$ cat config.mk
export PLATFORM = sky130hd
export DESIGN_NAME = fft_r2_sequencer
export DESIGN_NICKNAME = d
export VERILOG_FILES = /design/src/rtl/fft_seq_pkg.sv /design/src/rtl/fft_delay_line.sv /design/src/rtl/fft_r2_sequencer.sv
export SDC_FILE = /design/constraint.sdc
export NUM_CORES = 1
export LEC_CHECK = 0
export ABC_AREA = 1
export BUFFER_PORTS_ARGS = -buffer_cell sky130_fd_sc_hd__buf_2
export CAP_MARGIN = 20
export CORE_ASPECT_RATIO = 0.75
export CORE_MARGIN = 10
export CORE_UTILIZATION = 50
export CTS_BUF_LIST = sky130_fd_sc_hd__clkbuf_4
export CTS_CLUSTER_SIZE = 8
export DETAILED_ROUTE_END_ITERATION = 8
export PLACE_DENSITY = 0.77
export SLEW_MARGIN = 15
export SYNTH_ARGS = -nofsm -noshare
export SYNTH_HDL_FRONTEND = slang
export SYNTH_SLANG_ARGS = --single-unit
$ cat constraint.sdc
create_clock -name clk -period 4.3 [get_ports clk]
set_clock_uncertainty 0.1 [all_clocks]
set_input_delay 1.075 -clock clk [delete_from_list [all_inputs] [get_ports clk]]
set_output_delay 1.075 -clock clk [all_outputs]
set_load 0.02 [all_outputs]
$ cat src/rtl/fft_seq_pkg.sv
// Shared types and width helpers for the radix-2 FFT control sequencer.
package fft_seq_pkg;

  typedef enum logic [1:0] {
    StIdle,
    StIssue,
    StDrain,
    StDone
  } seq_state_e;

  localparam int unsigned PipeLatMin = 1;
  localparam int unsigned PipeLatMax = 31;
  localparam int unsigned DrainCntW  = $clog2(PipeLatMax + 1);

  function automatic int unsigned stage_width(int unsigned log2n);
    return $clog2(log2n + 1);
  endfunction

  // Delay-line word: {wr_en, wr_addr_a, wr_addr_b}
  function automatic int unsigned delay_width(int unsigned aw);
    return 2 * aw + 1;
  endfunction

endpackage

$ cat src/rtl/fft_delay_line.sv
// Fixed-depth shift register with synchronous clear and shift enable.
module fft_delay_line #(
  parameter int unsigned WIDTH = 1,
  parameter int unsigned DEPTH = 1
) (
  input  logic             clk,
  input  logic             clr,
  input  logic             en,
  input  logic [WIDTH-1:0] din,
  output logic [WIDTH-1:0] dout
);

  logic [WIDTH-1:0] pipe_q [DEPTH];

  always_ff @(posedge clk) begin
    if (clr) begin
      for (int i = 0; i < int'(DEPTH); i++) pipe_q[i] <= '0;
    end else if (en) begin
      pipe_q[0] <= din;
      for (int i = 1; i < int'(DEPTH); i++) pipe_q[i] <= pipe_q[i-1];
    end
  end

  assign dout = pipe_q[DEPTH-1];

endmodule

$ cat src/rtl/fft_r2_sequencer.sv
// Radix-2 DIT in-place FFT sequencer: butterfly address/twiddle issue plus delayed write-back.
// Optional FFT_STALL_EN adds a stall input that freezes the whole sequencer outside idle.
module fft_r2_sequencer
  import fft_seq_pkg::*;
#(
  parameter int unsigned LOG2N    = 7,
  parameter int unsigned PIPE_LAT = 6,
  parameter int unsigned AW       = LOG2N
) (
  input  logic                          clk,
  input  logic                          rst,
  input  logic                          start,
`ifdef FFT_STALL_EN
  input  logic                          stall,
`endif
  output logic                          ready,
  output logic                          busy,
  output logic                          rd_en,
  output logic [AW-1:0]                 rd_addr_a,
  output logic [AW-1:0]                 rd_addr_b,
  output logic [AW-2:0]                 tw_addr,
  output logic [stage_width(LOG2N)-1:0] stage,
  output logic                          wr_en,
  output logic [AW-1:0]                 wr_addr_a,
  output logic [AW-1:0]                 wr_addr_b,
  output logic                          done
);

  localparam int unsigned SW = stage_width(LOG2N);
  localparam int unsigned JW = LOG2N - 1;
  localparam int unsigned DW = delay_width(AW);

  localparam logic [JW-1:0]        JLast     = '1;
  localparam logic [SW-1:0]        LastStage = SW'(LOG2N - 1);
  localparam logic [DrainCntW-1:0] DrainLast = DrainCntW'(PIPE_LAT - 1);

  seq_state_e           state_q, state_d;
  logic [JW-1:0]        j_q, j_d;
  logic [SW-1:0]        stage_q, stage_d;
  logic [DrainCntW-1:0] cnt_q, cnt_d;
  logic [AW-1:0]        addr_a_q, addr_a_d, addr_b_q, addr_b_d;
  logic [AW-2:0]        tw_q, tw_d;
  logic                 hold;
  logic                 load;

  logic [AW-1:0] jx, mask, pos, half;
  logic [DW-1:0] dl_in, dl_out;

`ifdef FFT_STALL_EN
  assign hold = stall && (state_q != StIdle);
`else
  assign hold = 1'b0;
`endif

  always_comb begin
    state_d = state_q;
    j_d     = j_q;
    stage_d = stage_q;
    cnt_d   = cnt_q;
    if (!hold) begin
      unique case (state_q)
        StIdle: begin
          if (start) begin
            state_d = StIssue;
            j_d     = '0;
            stage_d = '0;
          end
        end
        StIssue: begin
          if (j_q == JLast) begin
            state_d = StDrain;
            j_d     = '0;
            cnt_d   = '0;
          end else begin
            j_d = j_q + JW'(1);
          end
        end
        StDrain: begin
          if (cnt_q == DrainLast) begin
            if (stage_q == LastStage) begin
              state_d = StDone;
            end else begin
              state_d = StIssue;
              stage_d = stage_q + SW'(1);
            end
          end else begin
            cnt_d = cnt_q + DrainCntW'(1);
          end
        end
        StDone:  state_d = StIdle;
        default: state_d = StIdle;
      endcase
    end
  end

  // Addresses for the butterfly issued next cycle, derived from the next-state counters.
  always_comb begin
    jx       = {1'b0, j_d};
    mask     = ~({AW{1'b1}} << stage_d);
    pos      = jx & mask;
    half     = AW'(1) << stage_d;
    addr_a_d = ((jx >> stage_d) << (stage_d + SW'(1))) | pos;
    addr_b_d = addr_a_d + half;
    tw_d     = pos[AW-2:0] << (LastStage - stage_d);
    load     = !hold && (state_d == StIssue);
  end

  always_ff @(posedge clk) begin
    if (rst) begin
      state_q  <= StIdle;
      j_q      <= '0;
      stage_q  <= '0;
      cnt_q    <= '0;
      addr_a_q <= '0;
      addr_b_q <= '0;
      tw_q     <= '0;
    end else begin
      state_q <= state_d;
      j_q     <= j_d;
      stage_q <= stage_d;
      cnt_q   <= cnt_d;
      if (load) begin
        addr_a_q <= addr_a_d;
        addr_b_q <= addr_b_d;
        tw_q     <= tw_d;
      end
    end
  end

  assign dl_in = {state_q == StIssue, addr_a_q, addr_b_q};

  fft_delay_line #(
    .WIDTH (DW),
    .DEPTH (PIPE_LAT)
  ) u_wr_pipe (
    .clk  (clk),
    .clr  (rst),
    .en   (!hold),
    .din  (dl_in),
    .dout (dl_out)
  );

  assign ready     = (state_q == StIdle);
  assign busy      = (state_q != StIdle);
  assign rd_en     = (state_q == StIssue) && !hold;
  assign rd_addr_a = addr_a_q;
  assign rd_addr_b = addr_b_q;
  assign tw_addr   = tw_q;
  assign stage     = stage_q;
  assign wr_en     = dl_out[DW-1] && !hold;
  assign wr_addr_a = dl_out[2*AW-1:AW];
  assign wr_addr_b = dl_out[AW-1:0];
  // A stalled done stays pending in StDone and fires on release.
  assign done      = (state_q == StDone) && !hold;

endmodule
==> metrics.csv <==
stage,metric,value,unit
setup_path,cp_data_required_time,4580,ps
setup_path,crit_arrival,4240,ps
floorplanning,initial_core_util,51.7,%
floorplanning,rows,32,
placed_design,gp_congestion,0.900,
synthesis,synth_cell_types,41,
timing,fmax,253,MHz
layout,nNetsFinal,780,
layout,areaGrowthSynthToFinish,11.0,%
global_route,grt_use_total,15.5,%
floorplanning,die_h,110,um
power,power.density,375,nW/um^2
setup_path,crit_cells,24,
route,routed_wl,11600,um
run_status,outcome,"finished, final reports clean",
cts,path_clk_slew,110,ps
setup_path,worst-path-buf-inv,6,
timing,relSlewSlack,64.9,%
timing,tightest_slew,526,ps
power,p_leak,0.00273,uW
synthesis,synth-seq-cells,126,
synthesis,synth_area,5360,um^2
synthesis,synth_cells,710,
setup_path,critical_path.top_delay_family,adder cells,
route,vias,4283,
cts,postCtsHoldBufs,0,
setup_path,crit_path_cell_trace,"inv_1, ha_1, inv_2, nor2_2, a21oi_2, inv_2, nand2_2, nand2_4, buf_4, ha_1, inv_1, buf_4, nand2_2, nand2_2, o22ai_2, ha_1, nand2_1, nor2_1, a211oi_1, nor2_1, o21ai_0, nand2_1, xnor2_1, a21oi_1",
placed_design,dp_cells,872,
global_route,grt_pass1_wl,19400,um
global_route,grt_max_degree,60,
timing,fin_crit_sh,92.1,%
placed_design,place_hpwl,8530,um
synthesis,syn_nets,735,
global_route,globalRouteOverflowTotal,0,
setup_path,start_kind,flop,
route,drt_iter0_drc,355,
global_route,antenna_found_initial,1,
layout,register_area,2520,um^2
worst_hold_path,hold_depth,2,
cts,htree_levels,4,
cts,root_buffer,clkbuf_4,
setup_path,max_stage_delay,420,ps
timing,rsz0062_at_grt,false,
power,vdd_ir_drop_max,0.000148,V
setup_path,reg2reg_depth,24,
placed_design,io_buffers,44,
cts,ctsLongestPathBuffers,2,
floorplanning,coreArea,10400,um^2
setup_path,worstSetupEndpointType,flop,
setup_path,cp_max_fo,10,
job,drv_cap,0,
route,drc,0,
layout,utilization,57.4,%
timing,slew_violations,0,
timing,finalSetupViolations,0,
floorplanning,ios,45,
timing,hold_violations,0,
cts,post_cts_buffers,0,
timing,period_needed,3960,ps
synthesis,yosysSeqAreaShare,47.0,%
cts,numCtsBuffers,17,
layout,final_cells,905,
setup_path,criticalPathCategory,flop to flop,
route,wire_per_inst,12.8,um
timing,tns,0,ps
route,vias_per_cell,4.73,
worst_hold_path,hold_class,flop to flop,
floorplanning,die_x,140,um
synthesis,synth_area_per_cell,7.55,um^2
route,ant_nets,0,
cts,tritoncts,built,
floorplanning,die_area,15300,um^2
cts,cts.sinks,126,
setup_path,slowest_stage,dfxtp_1,
global_route,grt_pass1_vias,4017,
route,firstDrtPassIters,5,
synthesis,yosysWarningCount,0,
layout,drive_gt1_share,17.4,%
cts,clk_latency,530,ps
layout,num-fill-cells,945,
layout,multi_input_area,2050,um^2
==> state kept, by name (all words and copies together), names as in the netlist <==
signal            count
j_q                   6
state_q               2
rd_addr_a             7
tw_addr               6
rd_addr_b             7
cnt_q                 5
stage                 3
u_wr_pipe.pipe_q     90
==> worst register-to-register path, cell delays in order (launching register included) <==
cell      delay, ps
dfxtp_1         420
inv_1           120
ha_1            230
inv_2           120
nor2_2           60
a21oi_2         140
inv_2            80
nand2_2         100
nand2_4          80
buf_4           160
ha_1            290
inv_1            90
buf_4           180
nand2_2          80
nand2_2          80
o22ai_2          90
ha_1            370
nand2_1          90
nor2_1           40
a211oi_1        280
nor2_1           70
o21ai_0         220
nand2_1         100
xnor2_1         170
a21oi_1          90
==> area by class of cell <==
cell class	count	share of cell area [%]
Inverter	150	9.59
Multi-Input combinational cell	396	34.5
Clock inverter	13	1.91
Timing Repair Buffer	64	6.27
Sequential cell	126	42.4
Clock buffer	19	2.40
Antenna cell	1	0.0421
Tap cell	136	2.86
==> Yosys cell counts (all sizes together) <==
cell type  instances  share of area [%]
nor2             128                9.5
nand4              1               0.12
o21ai             31                3.0
fa                 1               0.37
o21bai             1               0.14
a21oi             32                3.1
xor2               2               0.33
buf               20                2.7
a211oi             1               0.14
clkinv             1               0.16
o31ai              1               0.23
or2                1               0.12
o221ai             1               0.16
clkbuf            18                1.3
nand2            109                8.6
inv              149                 10
xnor2              3               0.49
nand3             45                4.8
a31oi              1               0.12
o22ai              2               0.35
o211a              1               0.19
nor3               6               0.56
o211ai             5               0.89
ha                21                4.9
dfxtp            126                 47
nor3b              3               0.42
==> per-layer routing <==
metal	vias to the layer above	routed length [um]	global-route usage (%)
li1	2219	-	-
met1	1943	5440	19.2
met2	104	5420	26.0
met3	17	582	3.58
met4	0	174	5.96
met5	-	0	0
==> stage by stage <==
step | hold slack [ps] | setup WS [ps] | total power, uW | area, um^2
3_5_place_dp | 292 | 17.5 | 1500 | 5690
5_1_grt | 307 | 10.8 | 2340 | 5950
3_3_place_gp | 288 | 88.6 | 1500 | 5690
2_1_floorplan | 288 | 37.6 | 1430 | 5370
4_1_cts | 293 | 304 | 2260 | 5950
6_report | 290 | 341 | 2230 | 5950
==> repair_timing <==
| action | in CTS | in global routing |
|---|---|---|
| hold endpoints to repair | 0 | 0 |
| setup endpoints to repair | 0 | 2 |
| resized for setup | 0 | 1 |
==> path summary, 6_finish.rpt <==
kind | slack, ps | endpoint | start
worst max-delay path | 340 | rd_addr_b[5]$_SDFFE_PP0N_ | state_q[1]$_SDFF_PP0_
worst min-delay path | 290 | u_wr_pipe.pipe_q[0][60]$_SDFF_PP0_ | u_wr_pipe.pipe_q[0][45]$_SDFF_PP0_
worst max register to register | 340 | rd_addr_b[5]$_SDFFE_PP0N_ | state_q[1]$_SDFF_PP0_
worst min register to register | 290 | u_wr_pipe.pipe_q[0][60]$_SDFF_PP0_ | u_wr_pipe.pipe_q[0][45]$_SDFF_PP0_
==> power by group <==
part | switching, uW | total (uW) | internal (uW)
Clock | 455 | 756 | 301
Combinational | 163 | 234 | 70.4
Sequential | 24.6 | 1240 | 1220
==> cells in the final DEF, fill, tap and decap left out, drive strengths merged, types with 2 or more instances in the layout <==
cell / netlist / final
xnor2: 3 / 3
clkinvlp: 0 / 4
nand3: 45 / 45
dfxtp: 126 / 126
clkbuf: 18 / 19
nand2: 109 / 109
inv: 149 / 153
o22ai: 2 / 2
nor3b: 3 / 3
ha: 21 / 21
nor3: 6 / 6
o21ai: 31 / 31
o211ai: 5 / 5
clkinv: 1 / 5
nor2: 128 / 128
buf: 20 / 64
xor2: 2 / 2
a21oi: 32 / 32
==> cell families after synthesis <==
family,share of synthesized area (%)
xor+xnor,0.817
simple gates,24.0
flops,47.0
fa+ha+maj,5.27
buf+inv,14.6
compound gates,8.24
No activity file was read; power rests on OpenSTA's default activity.
